$ cat src/rtl/riscv_pkg.sv
// riscv_pkg: shared core constants and the fetch FSM state type
package riscv_pkg;
  localparam int ILEN = 32;
  localparam logic [ILEN-1:0] NOP = 32'h00000013;
  typedef enum logic [1:0] {REQ, WAIT, HOLD} fetch_state_t;
endpackage

$ cat src/rtl/fetch_unit.sv
// fetch_unit: fetches one instruction per pc over a req/gnt/rvalid bus and holds it for decode
module fetch_unit #(
  parameter int N = 32,
  parameter logic [riscv_pkg::ILEN-1:0] NOP = riscv_pkg::NOP
) (
  input  logic                      clk,
  input  logic                      reset,
  input  logic [N-1:0]              pc,
  output logic                      pc_advance,
  output logic                      mem_req,
  output logic [N-1:0]              mem_addr,
  input  logic                      mem_gnt,
  input  logic                      mem_rvalid,
  input  logic [riscv_pkg::ILEN-1:0] mem_rdata,
  input  logic                      mem_err,
  output logic                      instr_valid,
  output logic [riscv_pkg::ILEN-1:0] instr,
  output logic [N-1:0]              instr_pc,
  output logic                      fetch_err,
  input  logic                      instr_ready,
  input  logic                      flush,
  output logic [31:0]               fetch_count
);
  import riscv_pkg::*;
  fetch_state_t state, state_n;
  logic [N-1:0] req_pc;
  logic drop, drop_n, aligned, ld, ld_err;
  assign aligned = pc[1:0] == 2'b00;
  assign mem_addr = pc;
  assign mem_req = !reset && state == REQ && aligned;
  assign instr_valid = state == HOLD && !flush;
  assign pc_advance = !reset && instr_valid && instr_ready;
  // Next state; flush wins, and a response seen while dropping is consumed so drop clears
  always_comb begin
    state_n = state;
    drop_n = drop;
    ld = 1'b0;
    ld_err = 1'b0;
    if (state == REQ) begin
      if (mem_req && mem_gnt) begin
        state_n = WAIT;
        drop_n = flush;
      end else if (!aligned && !flush) begin
        state_n = HOLD;
        ld = 1'b1;
        ld_err = 1'b1;
      end
    end else if (state == WAIT) begin
      if (mem_rvalid) begin
        state_n = (drop || flush) ? REQ : HOLD;
        drop_n = 1'b0;
        ld = !(drop || flush);
        ld_err = mem_err;
      end else if (flush) drop_n = 1'b1;
    end else if (flush || instr_ready) state_n = REQ;
  end
  // FSM state and drop flag
  always_ff @(posedge clk or posedge reset) begin
    if (reset) begin
      state <= REQ;
      drop <= 1'b0;
    end else begin
      state <= state_n;
      drop <= drop_n;
    end
  end
  // Request address capture, instruction holding register and accepted-instruction counter
  always_ff @(posedge clk or posedge reset) begin
    if (reset) begin
      req_pc <= '0;
      instr <= NOP;
      instr_pc <= '0;
      fetch_err <= 1'b0;
      fetch_count <= '0;
    end else begin
      if (mem_req && mem_gnt) req_pc <= pc;
      if (ld) begin
        instr <= ld_err ? NOP : mem_rdata;
        instr_pc <= state == REQ ? pc : req_pc;
        fetch_err <= ld_err;
      end
      if (pc_advance) fetch_count <= fetch_count + 32'd1;
    end
  end
endmodule
$ cat config.mk
export PLATFORM = sky130hd
export DESIGN_NAME = fetch_unit
export DESIGN_NICKNAME = d
export VERILOG_FILES = /design/src/rtl/riscv_pkg.sv /design/src/rtl/fetch_unit.sv
export SDC_FILE = /design/constraint.sdc
export NUM_CORES = 1
export LEC_CHECK = 0
export CAP_MARGIN = 25
export CORE_MARGIN = 8
export CORE_UTILIZATION = 49
export DETAILED_ROUTE_END_ITERATION = 10
export PLACE_DENSITY = 0.95
export REMOVE_ABC_BUFFERS = 1
export SYNTH_ARGS = -nofsm -noshare
export SYNTH_HDL_FRONTEND = slang
export SYNTH_SLANG_ARGS = --single-unit
$ cat constraint.sdc
create_clock -name clk -period 12.6 [get_ports clk]
set_clock_uncertainty 0.05 [all_clocks]
set_input_delay 1.89 -clock clk [delete_from_list [all_inputs] [get_ports clk]]
set_output_delay 1.89 -clock clk [all_outputs]
set_load 0.02 [all_outputs]
# --- Yosys cells after proc, flatten, opt, wreduce, memory -nomap -nowiden ---
# Index checks and enable logic that the tools add are counted.
op_classes:
  n_bitwise: 0
  magnitude_cmp: 0
  addsub: 1
  eq_ne: 5
  n_mul: 0
  div: 0
  mux: 22
  n_reduce_logical: 20
  n_shift: 0
op_table:
  columns: ["cell", "count"]
  rows:
  - ["2-to-1 mux 32 bit", 2]
  - ["adder 32 x 1 -> 32 bit, second input constant", 1]
  - ["2-to-1 mux 2 bit", 7]
  - ["2-to-1 mux 1 bit", 13]
  - ["logical AND 1 bit", 7]
  - ["AND reduction 3 bit", 2]
  - ["nonzero test 3 bit", 2]
  - ["logical NOT 1 bit", 4]
  - ["logical NOT 2 bit", 2]
  - ["!= test 3 x 1 -> 1 bit, second input constant", 1]
  - ["!= test 3 bit, second input constant", 1]
  - ["== test 2 x 1 -> 1 bit, second input constant", 1]
  - ["== test 2 bit, second input constant", 1]
  - ["logical OR 1 bit", 2]
  - ["!= test 2 x 1 -> 1 bit, second input constant", 1]
  - ["nonzero test 2 bit", 1]
totals:
  romBits: 0
  out_inout_bits: 132
  ramBits: 0
  latchBits: 0
  regBits: 132
  word_cells: 55
  input_bits: 71
  mem_count: 0

# --- Logic depth before layout (Yosys ltp) ---
logic_depth:
  depth_word: 7
  mapped_depth: 7
  mapped_depth_nobuf: 5

# --- Worst setup path after synthesis ---
# No wires, ideal clock.
synth_timing:
  path_type: "input to output"
  from: "input port reset"
  to: "output port mem_req"
  path_slack_ns: 5.409
  t_required_ns: 10.660
  cell_stages: 2
  n_path_buf: 0
  arrival_time_ns: 5.251
  path_cell_list: "inv_1 > and3_1"
synth_via:
  elab_chain_len: 3
synth_rtl:
  columns: ["item", "line", "source"]
  rows:
  - ["start, declared", "fetch_unit.sv:7", "input logic reset,"]
  - ["logical NOT 1 bit (no line)", null, null]
  - ["logical AND 1 bit (2 in a row)", "fetch_unit.sv:30", "assign mem_req = !reset && state == REQ && aligned;"]
  - ["end, declared", "fetch_unit.sv:10", "output logic mem_req,"]
# Every way passes these cells.

# --- Worst setup path in the final report ---
layout_timing:
  from: "input port flush"
  to: "output port pc_advance"
layout_via:
  elab_chain_len: 4
layout_rtl:
  columns: ["item", "line", "source"]
  rows:
  - ["start, declared", "fetch_unit.sv:21", "input logic flush,"]
  - ["logical NOT 1 bit", "fetch_unit.sv:31", "assign instr_valid = state == HOLD && !flush;"]
  - ["logical AND 1 bit", "fetch_unit.sv:31", null]
  - ["logical AND 1 bit (2 in a row)", "fetch_unit.sv:32", "assign pc_advance = !reset && instr_valid && instr_ready;"]
  - ["end, declared", "fetch_unit.sv:9", "output logic pc_advance,"]
# Every way passes these cells.

==> flow_metrics.tcl <==
set metrics [dict create \
    r2r-start "state[1]$_DFFE_PP0P_" \
    cp_max_fo 8 \
    finalCritPeriodShare 0.471 \
    syn_area_per_cell_um2 12.1 \
    leakage_uw 0.00364 \
    crit_top_cell "clkdlybuf4s50_1" \
    post_cts_buffers 0 \
    path_clk_slew_ns 0.05 \
    htree_num_levels 4 \
    worstPathCellList "clkdlybuf4s50_1 > or3b_4 > nor3b_2 > clkdlybuf4s50_1" \
    hold_class "reg2reg" \
    die_y_um 124 \
    start_util 0.500 \
    p_per_area_mw_per_mm2 156 \
    cts_buffer_depth 2 \
    cap_violations 0 \
    layout.cells.non_filler 799 \
    areaGrowthSynthToFinish_pct 45.4 \
    worstPathArrival_ns 3.99 \
    grt.total_usage 0.196 \
    seq_area_frac_synth 0.581 \
    routedWlPerCell_um 19.0 \
    fin_crit_ns 5.93 \
    pre_cts_slack_ns 6.68 \
    first_pass_iters 5 \
    cp_top_family "buffers and inverters" \
    setup_ws_ns 6.67 \
    cp-start-kind "input pin" \
    std_cell_rows 39 \
    grt_pass1_wl_um 23400 \
    max_freq_mhz 169 \
    final_max_slew_viol_count 0 \
    grt_max_degree 82 \
    hold_viol_final 0 \
    route.detailed.drc 0 \
    cts_tree "built" \
    coreArea_mm2 0.0114 \
    synth_area_leaders "dfrtp_1, mux2_2, mux2i_1" \
    layout.nets 716 \
    via_per_inst 5.33 \
    antenna_found_initial 0 \
    chipWidth_um 124 \
    crit_path_start "flush" \
    peakVddDrop_mv 0.0827 \
    post-place-cells 767 \
    final_core_util 0.728 \
    worst_path_largest_cell_delay_ns 0.68 \
    rsz0062_at_grt "false" \
    dr_total_vias 4260 \
    cp_num_cells 4 \
    diodes 0 \
    cts-buffers-inserted 17 \
    reg2reg_depth 5 \
    antenna_left 0 \
    dieArea_mm2 0.0153 \
    pin_count 203 \
    fill_cells 718 \
    cp-endpoint "pc_advance" \
    cts_hold_buf 0 \
    synth_area_mm2 0.00569 \
    worstMarginPinSlew_ns 0.942 \
    portBuffers 202 \
    tns_ns 0 \
    cp-end-kind "primary output" \
    synth-warning-count 0 \
    grt-ovfl-total 0 \
    drtIter0Drc 320 \
    r2r-end "req_pc[21]$_DFFE_PP0P_" \
    rrSetupSlack_ns 10.17 \
    relSlewSlack 0.371 \
    drive_gt1_frac 0.123 \
    dp_hpwl_um 10800 \
    ys_ff_latch 132 \
    yosys.cell_types.count 38 \
    power_uw 1290 \
    required_ns 10.66 \
    cts_sinks 132 \
    cp.buffers_inverters 2 \
    multi_input_area_mm2 0.00203 \
    drt_wl_total_um 15200 \
    setup_viol 0 \
    path_class "in2out" \
    cts_resized 0 \
    yosysTopAreaCell "dfrtp_1" \
    gp_congestion 0.833 \
    grt_pass1_vias 4522 \
    outcome "finished, final reports clean" \
    critPathSlowestCell "clkdlybuf4s50_1" \
    cts_root_buf "clkbuf_16" \
    synth_cells 472 \
    clock_latency_ns 0.41 \
    register_area_mm2 0.00331 \
    netlist.area_leader.share 0.567 \
]
through the flow:
| step | cell area [um^2] | hold WS (ns) |
|---|---|---|
| 3_5_place_dp | 7620 | 0.420 |
| 3_3_place_gp | 7620 | 0.417 |
| 5_1_grt | 8270 | 0.462 |
| 2_1_floorplan | 5330 | 0.403 |
| 6_report | 8270 | 0.431 |
| 4_1_cts | 8250 | 0.437 |
worst min path at each step:
stage	startpoint	end	slack (ns)	depth (start not counted)
3_5_place_dp	req_pc[0]$_DFFE_PP0P_	req_pc[0]$_DFFE_PP0P_	0.42	1
2_1_floorplan	req_pc[0]$_DFFE_PP0P_	req_pc[0]$_DFFE_PP0P_	0.40	1
3_3_place_gp	fetch_count[31]$_DFFE_PP0P_	fetch_count[31]$_DFFE_PP0P_	0.42	1
6_report	req_pc[1]$_DFFE_PP0P_	req_pc[1]$_DFFE_PP0P_	0.43	1
4_1_cts	req_pc[1]$_DFFE_PP0P_	req_pc[1]$_DFFE_PP0P_	0.44	1
5_1_grt	req_pc[15]$_DFFE_PP0P_	req_pc[15]$_DFFE_PP0P_	0.46	1
where the power goes:
part           leakage [uW]  internal (uW)  switching [uW]
sequential          0.00168            482            36.7
clock              0.000298            335             180
combinational       0.00166            132             125
cells in the final DEF, fill, tap and decap left out, drive strengths merged, types with 18 or more instances in the layout:
master	instances
dfrtp	129
mux2i	32
xnor2	28
a21oi	37
nor2	46
a22o	29
clkbuf	18
clkdlybuf4s50	202
mux2	31
routing by layer:
metal / global-route usage / vias up / share of wire
li1: - / 1975 / -
met1: 0.239 / 2081 / 0.41
met2: 0.316 / 191 / 0.48
met3: 0.0780 / 13 / 0.10
met4: 0.0602 / 0 / 0.010
met5: 0 / - / 0
synth_stat cells (all sizes together):
| master | n |
|---|---|
| nor2 | 46 |
| xnor2 | 28 |
| nand3 | 14 |
| a31oi | 1 |
| nor4bb | 1 |
| a22o | 29 |
| or3b | 1 |
| o211a | 1 |
| nand4bb | 1 |
| mux2 | 31 |
| mux2i | 32 |
| dfrtp | 129 |
| and2 | 2 |
| nand4b | 1 |
| nor3b | 1 |
| dfstp | 3 |
| clkbuf | 11 |
| nor3 | 6 |
| nand2b | 1 |
| a21oi | 37 |
| buf | 46 |
| nand4 | 14 |
| nand2 | 13 |
| and4 | 1 |
| nor4 | 3 |
| o21ai | 1 |
| xor2 | 3 |
| and3 | 5 |
| a211oi | 1 |
| inv | 7 |
| a2111oi | 1 |
| ha | 1 |
logic make-up after synthesis:
group,share of synthesized area
compound gates,0.0849
xor+xnor,0.0477
fa+ha+maj,0.00220
buf+inv,0.0673
flops,0.581
mux,0.118
simple gates,0.0992
cell type report:
type | instances | share of cell area
clock buffers | 18 | 0.0531
clock inverters | 13 | 0.0222
inverters | 7 | 0.00348
multi-input cells | 276 | 0.246
flip-flops and latches | 132 | 0.400
well taps | 143 | 0.0216
repair buffers | 210 | 0.254
state kept, by name, indices dropped and copies added (netlist names):
register and count:
state 2, fetch_err 1, instr_pc 32, instr 32, fetch_count 32, drop 1
req_pc 32
No activity file was read; power rests on OpenSTA's default activity.
